==> src/rtl/aib_sr_sl_rx.sv <==
// AIB sideband shift-register receiver, master-to-slave: deserialize, length-check, debounce control bits.
// Optional watchdog on missing frames is compiled in with `define SR_RX_TIMEOUT_EN.
module aib_sr_sl_rx #(
   parameter int SR_LEN          = 81,
   parameter int FILTER_CNT      = 2,
   parameter int BIT_OSC_EN      = 0,
   parameter int BIT_OSC_ALIVE   = 1,
   parameter int BIT_TX_CAL_DONE = 2,
   parameter int BIT_TX_XFER_EN  = 3,
   parameter int BIT_RX_DLL_LOCK = 4,
   parameter int BIT_RX_XFER_EN  = 5,
   parameter int TIMEOUT_CYC     = 1024
) (
   input  logic              sr_ms_clk_in,
   input  logic              reset,
   input  logic              sr_ms_data_in,
   input  logic              sr_ms_load_in,
   output logic [SR_LEN-1:0] frame_data,
   output logic              frame_valid,
   output logic              frame_err,
   output logic [7:0]        err_cnt,
   output logic              ms_osc_transfer_eni,
   output logic              ms_osc_transfer_alivei,
   output logic              ms_tx_dcc_cal_donei,
   output logic              ms_tx_transfer_eni,
   output logic              ms_rx_dll_locki,
   output logic              ms_rx_transfer_eni,
   output logic              sr_timeout
);

   localparam int CW = $clog2(SR_LEN + 2);
   localparam int MW = $clog2(FILTER_CNT + 1);
   localparam logic [CW-1:0] LEN_C = CW'(SR_LEN);
   localparam logic [CW-1:0] SAT_C = CW'(SR_LEN + 1);
   localparam logic [MW-1:0] FC_C  = MW'(FILTER_CNT);

   logic [SR_LEN-1:0] shift_q, shift_d;
   logic [CW-1:0]     bit_cnt_q, bit_cnt_d;
   logic [SR_LEN-1:0] frame_data_q, frame_data_d;
   logic              frame_valid_q, frame_valid_d;
   logic              frame_err_q, frame_err_d;
   logic [7:0]        err_cnt_q, err_cnt_d;
   logic [5:0]        cand_q, cand_d;
   logic [MW-1:0]     match_q, match_d;
   logic              upd_q, upd_d;
   logic [5:0]        ctrl_q, ctrl_d;
   logic [5:0]        vec;

   function automatic logic [5:0] ctrl_vec(input logic [SR_LEN-1:0] f);
      return {f[BIT_RX_XFER_EN], f[BIT_RX_DLL_LOCK], f[BIT_TX_XFER_EN],
              f[BIT_TX_CAL_DONE], f[BIT_OSC_ALIVE], f[BIT_OSC_EN]};
   endfunction

`ifdef SR_RX_TIMEOUT_EN
   localparam logic [15:0] TO_C = 16'(TIMEOUT_CYC);
   logic [15:0] to_cnt_q, to_cnt_d;
   logic        sr_timeout_q, sr_timeout_d;
`endif

   always_comb begin
      shift_d       = shift_q;
      bit_cnt_d     = bit_cnt_q;
      frame_data_d  = frame_data_q;
      frame_valid_d = 1'b0;
      frame_err_d   = 1'b0;
      err_cnt_d     = err_cnt_q;
      cand_d        = cand_q;
      match_d       = match_q;
      upd_d         = 1'b0;
      ctrl_d        = ctrl_q;
      vec           = ctrl_vec(frame_data_q);

      // Load-cycle data is not part of the frame; the length is judged on the count before this edge.
      if (sr_ms_load_in) begin
         bit_cnt_d = '0;
         if (bit_cnt_q == LEN_C) begin
            frame_valid_d = 1'b1;
            frame_data_d  = shift_q;
            if (FILTER_CNT == 1) ctrl_d = ctrl_vec(shift_q);
         end else begin
            frame_err_d = 1'b1;
            if (err_cnt_q != 8'hFF) err_cnt_d = err_cnt_q + 8'd1;
         end
      end else begin
         shift_d = {shift_q[SR_LEN-2:0], sr_ms_data_in};
         if (bit_cnt_q != SAT_C) bit_cnt_d = bit_cnt_q + 1'b1;
      end

      // Filter runs one clock behind the load, outputs follow one clock after the match completes.
      if (frame_valid_q) begin
         if (vec == cand_q) begin
            if (match_q != FC_C) match_d = match_q + 1'b1;
         end else begin
            cand_d  = vec;
            match_d = MW'(1);
         end
         upd_d = (FILTER_CNT > 1) && (match_d == FC_C);
      end else if (frame_err_q) begin
         match_d = '0;
      end

      if (upd_q) ctrl_d = cand_q;

`ifdef SR_RX_TIMEOUT_EN
      if (frame_valid_d)        to_cnt_d = '0;
      else if (to_cnt_q == TO_C) to_cnt_d = to_cnt_q;
      else                      to_cnt_d = to_cnt_q + 16'd1;
      sr_timeout_d = !frame_valid_d && (to_cnt_d == TO_C);
      if (sr_timeout_d) begin
         ctrl_d  = '0;
         match_d = '0;
         upd_d   = 1'b0;
      end
`endif
   end

   always_ff @(posedge sr_ms_clk_in or posedge reset) begin
      if (reset) begin
         shift_q       <= '0;
         bit_cnt_q     <= '0;
         frame_data_q  <= '0;
         frame_valid_q <= 1'b0;
         frame_err_q   <= 1'b0;
         err_cnt_q     <= '0;
         cand_q        <= '0;
         match_q       <= '0;
         upd_q         <= 1'b0;
         ctrl_q        <= '0;
      end else begin
         shift_q       <= shift_d;
         bit_cnt_q     <= bit_cnt_d;
         frame_data_q  <= frame_data_d;
         frame_valid_q <= frame_valid_d;
         frame_err_q   <= frame_err_d;
         err_cnt_q     <= err_cnt_d;
         cand_q        <= cand_d;
         match_q       <= match_d;
         upd_q         <= upd_d;
         ctrl_q        <= ctrl_d;
      end
   end

`ifdef SR_RX_TIMEOUT_EN
   always_ff @(posedge sr_ms_clk_in or posedge reset) begin
      if (reset) begin
         to_cnt_q     <= '0;
         sr_timeout_q <= 1'b0;
      end else begin
         to_cnt_q     <= to_cnt_d;
         sr_timeout_q <= sr_timeout_d;
      end
   end
   assign sr_timeout = sr_timeout_q;
`else
   assign sr_timeout = 1'b0;
`endif

   assign frame_data             = frame_data_q;
   assign frame_valid            = frame_valid_q;
   assign frame_err              = frame_err_q;
   assign err_cnt                = err_cnt_q;
   assign ms_osc_transfer_eni    = ctrl_q[0];
   assign ms_osc_transfer_alivei = ctrl_q[1];
   assign ms_tx_dcc_cal_donei    = ctrl_q[2];
   assign ms_tx_transfer_eni     = ctrl_q[3];
   assign ms_rx_dll_locki        = ctrl_q[4];
   assign ms_rx_transfer_eni     = ctrl_q[5];

endmodule
==> config.mk <==
export PLATFORM = sky130hd
export DESIGN_NAME = aib_sr_sl_rx
export DESIGN_NICKNAME = d
export VERILOG_FILES = /design/src/rtl/aib_sr_sl_rx.sv
export SDC_FILE = /design/constraint.sdc
export NUM_CORES = 1
export LEC_CHECK = 0
export ABC_AREA = 1
export BUFFER_PORTS_ARGS = -buffer_cell sky130_fd_sc_hd__buf_4
export CORE_UTILIZATION = 25
export DETAILED_ROUTE_END_ITERATION = 12
export SETUP_SLACK_MARGIN = 0.1
export SYNTH_ARGS = -nofsm -noshare
export SYNTH_HDL_FRONTEND = slang
export SYNTH_SLANG_ARGS = --single-unit
==> constraint.sdc <==
create_clock -name sr_ms_clk_in -period 6.35 [get_ports sr_ms_clk_in]
set_clock_uncertainty 0.2 [all_clocks]
set_input_delay 0.3175 -clock sr_ms_clk_in [delete_from_list [all_inputs] [get_ports sr_ms_clk_in]]
set_output_delay 0.3175 -clock sr_ms_clk_in [all_outputs]
set_load 0.05 [all_outputs]
==> reports/results.ini <==
[run_status]
status=complete, no violations

[worst_hold_path]
min_to=shift_q[36]
hp-start=shift_q[36]
whs_path_depth=2
holdCritPathClass=flop to flop

[timing]
max_freq_ghz=0.453
setup_viol=0
relSlewSlack_pct=31.4
final.setup.worst_slack_ps=4140
holdWs_ps=281
fin_crit_sh_pct=34.8
hold_violations=0
setup_tns_ps=0
finalWorstPathRequiredPeriod_ps=2210
worst_pin_slew_ps=1030
maxSlewViolCount=0
rsz0062_at_grt=no

[finish]
diodes=0
drive_gt1_share_pct=16.0
n_fill_cell=3090
multiInputGateArea_mm2=0.00215
regArea_mm2=0.00485
area_growth_pct=21.1
final_cells=1295
nets=901

[detailed_routing]
vias_per_cell=4.07
vias=5276
wl_mm=15.0
first_pass_iters=4
drt_iter0_drc=262
ant_nets=0
drc=0
avgRoutedWirePerCell_um=11.6

[clock_tree]
numCtsBuffers=17
clockBufferDepth=2
clk-insertion-delay-late_ps=430
postCtsSetupRepairBufs=0
numClockSinks=194
cts-htree-levels=4
cts_tree=built
clockRootBuffer=clkbuf_16
cts.repair.resized=0
clkSlewWorstSetupHoldPaths_ps=70

[global_routing]
grt_pass1_wl_mm=25.6
overflow=0
grt_max_degree=163
antenna_found_initial=0
grt_pass1_vias=5136
grt_usage_pct=10.3

[logic_synthesis]
syn_area_mm2=0.00763
yosys.area.top_type=dfrtp_1
synthesis.yosys.warnings=0
synth-seq-area-share_pct=63.6
synth_top_area_share_pct=63.6
synthesis.nets=815
synthCells=806
ys_seq_elements=194
ys_types=28
synth_area_leaders=dfrtp_1 (64%), nand2_1 (11%), o21ai_0 (5.6%)
avgSynthCellArea_um2=9.47

[die]
row_count=63
start_util_pct=25.6
io_pins=102
die_y_um=177
dieArea_mm2=0.0312
die_x_um=177
fp.coreArea_mm2=0.0299

[placed_design]
hpwl_mm=9.54
portBuffers=100
placedCellCount=1261
dp_slack_ps=4030
gp_congestion=0.761

[worst_setup_path]
cp.arrival_ps=2300
critPathKind=flop to flop
crit_fanout=162
worstPathRequired_ps=6440
r2r_cells=7
reg2reg_slack_ps=4140
regToRegStartpoint=bit_cnt_q[1]
worstSetupStartpointType=flop
crit_path_end_kind=flop
r2r-end=frame_data[27]

[pwr]
power.leakage_nw=4.41
cellPowerDensity_mw_per_mm2=290
irDropWorstVdd_mv=0.127
report.power.total_mw=2.68

[job]
drv_cap=0

==> through the flow <==
stage	utilization (%)	instance area (µm²)
finish	30.9	9250
global route	30.9	9250
CTS	30.9	9250
detailed placement	29.1	8680
global placement	29.1	8680
floorplan	-	7630
==> timing repair <==
| item | CTS | global route |
|---|---|---|
| hold buffers | 2 | 0 |
| hold endpoints to repair | 133 | 0 |
| setup endpoints to repair | 0 | 0 |
==> worst max-delay path, stage by stage (launching register included) <==
cell     delay, ps
dfrtp_1        430
inv_1           80
ha_1           150
nand3_2        100
nor2_4         190
nand2_8        510
nand2_1        260
o21ai_2         70
==> area by class of cell <==
class | instances | area share (%)
Clock buffer | 19 | 4.79
Sequential cell | 194 | 52.5
Tap cell | 390 | 5.28
Timing Repair Buffer | 105 | 8.58
Clock inverter | 13 | 1.08
Inverter | 110 | 4.55
Multi-Input combinational cell | 464 | 23.2
==> kinds of logic after synthesis <==
family | synth area share (%)
AND/OR/NAND/NOR | 14.7
flip-flops | 63.6
AO/OA/AOI/OAI | 11.7
buffers and inverters | 8.41
XOR/XNOR | 0.688
adder cells (fa/ha/maj) | 0.820
other | 0.0491
==> report_power, final <==
part | switching, mW | leakage [nW] | internal (mW)
sequential | 0.0645 | 2.64 | 1.33
combinational | 0.185 | 1.51 | 0.0767
clock | 0.500 | 0.264 | 0.519
==> placed cells by master, fill, tap and decap left out, types with 3 or more instances in the layout <==
master / synthesis / routed
a21oi_1: 9 / 9
buf_4: 2 / 103
clkbuf_16: 0 / 17
clkinv_2: 0 / 4
clkinvlp_4: 0 / 3
dfrtp_1: 194 / 194
ha_1: 5 / 5
inv_1: 108 / 107
inv_6: 0 / 3
inv_8: 0 / 3
nand2_1: 226 / 226
nand3_1: 19 / 19
nand3_2: 4 / 4
nor2_1: 16 / 16
nor3_1: 3 / 3
o21ai_0: 86 / 86
o21ai_1: 79 / 79
xnor2_1: 4 / 4
==> routing by layer <==
| layer | share of wire (%) | routed length (µm) | vias up | track usage [%] |
|---|---|---|---|---|
| met5 | 0 | 0 | - | 0 |
| met3 | 3.1 | 459 | 12 | 2.62 |
| li1 | - | - | 2710 | - |
| met2 | 46 | 6910 | 78 | 16.7 |
| met4 | 1.2 | 181 | 0 | 3.38 |
| met1 | 50 | 7450 | 2476 | 13.3 |
==> registers in the layout, indices dropped and copies added (netlist names), 2 cells and up <==
name / flops
frame_data: 81
cand_q: 6
shift_q: 81
match_q: 2
bit_cnt_q: 7
err_cnt: 8
ctrl_q: 6
==> worst max-delay path by stage <==
| stage | startpoint | endpoint | slack [ps] | depth (start not counted) |
|---|---|---|---|---|
| 6_report | bit_cnt_q[1] | frame_data[27] | 4140 | 7 |
| 5_1_grt | reset | cand_q[2] | 3840 | 4 |
| 4_1_cts | reset | frame_data[7] | 4030 | 4 |
| 3_5_place_dp | sr_ms_load_in | frame_data[27] | 4030 | 5 |
| 3_3_place_gp | sr_ms_load_in | frame_data[27] | 4030 | 5 |
| 2_1_floorplan | reset | bit_cnt_q[0] | 550 | 1 |
==> Yosys cell counts <==
| library cell | instances |
|---|---|
| a21oi_1 | 9 |
| a22oi_1 | 1 |
| buf_2 | 8 |
| buf_4 | 2 |
| buf_6 | 9 |
| clkbuf_1 | 18 |
| clkbuf_2 | 1 |
| clkinv_1 | 1 |
| conb_1 | 1 |
| dfrtp_1 | 194 |
| ha_1 | 5 |
| inv_1 | 108 |
| inv_2 | 1 |
| nand2_1 | 226 |
| nand2_4 | 2 |
| nand3_1 | 19 |
| nand3_2 | 4 |
| nand3b_1 | 1 |
| nand4_1 | 2 |
| nor2_1 | 16 |
| nor2_4 | 2 |
| nor3_1 | 3 |
| o21ai_0 | 86 |
| o21ai_1 | 79 |
| o21ai_2 | 1 |
| o31ai_1 | 1 |
| xnor2_1 | 4 |
| xor2_1 | 2 |
Note: power is estimated with default switching activity, not from simulation.
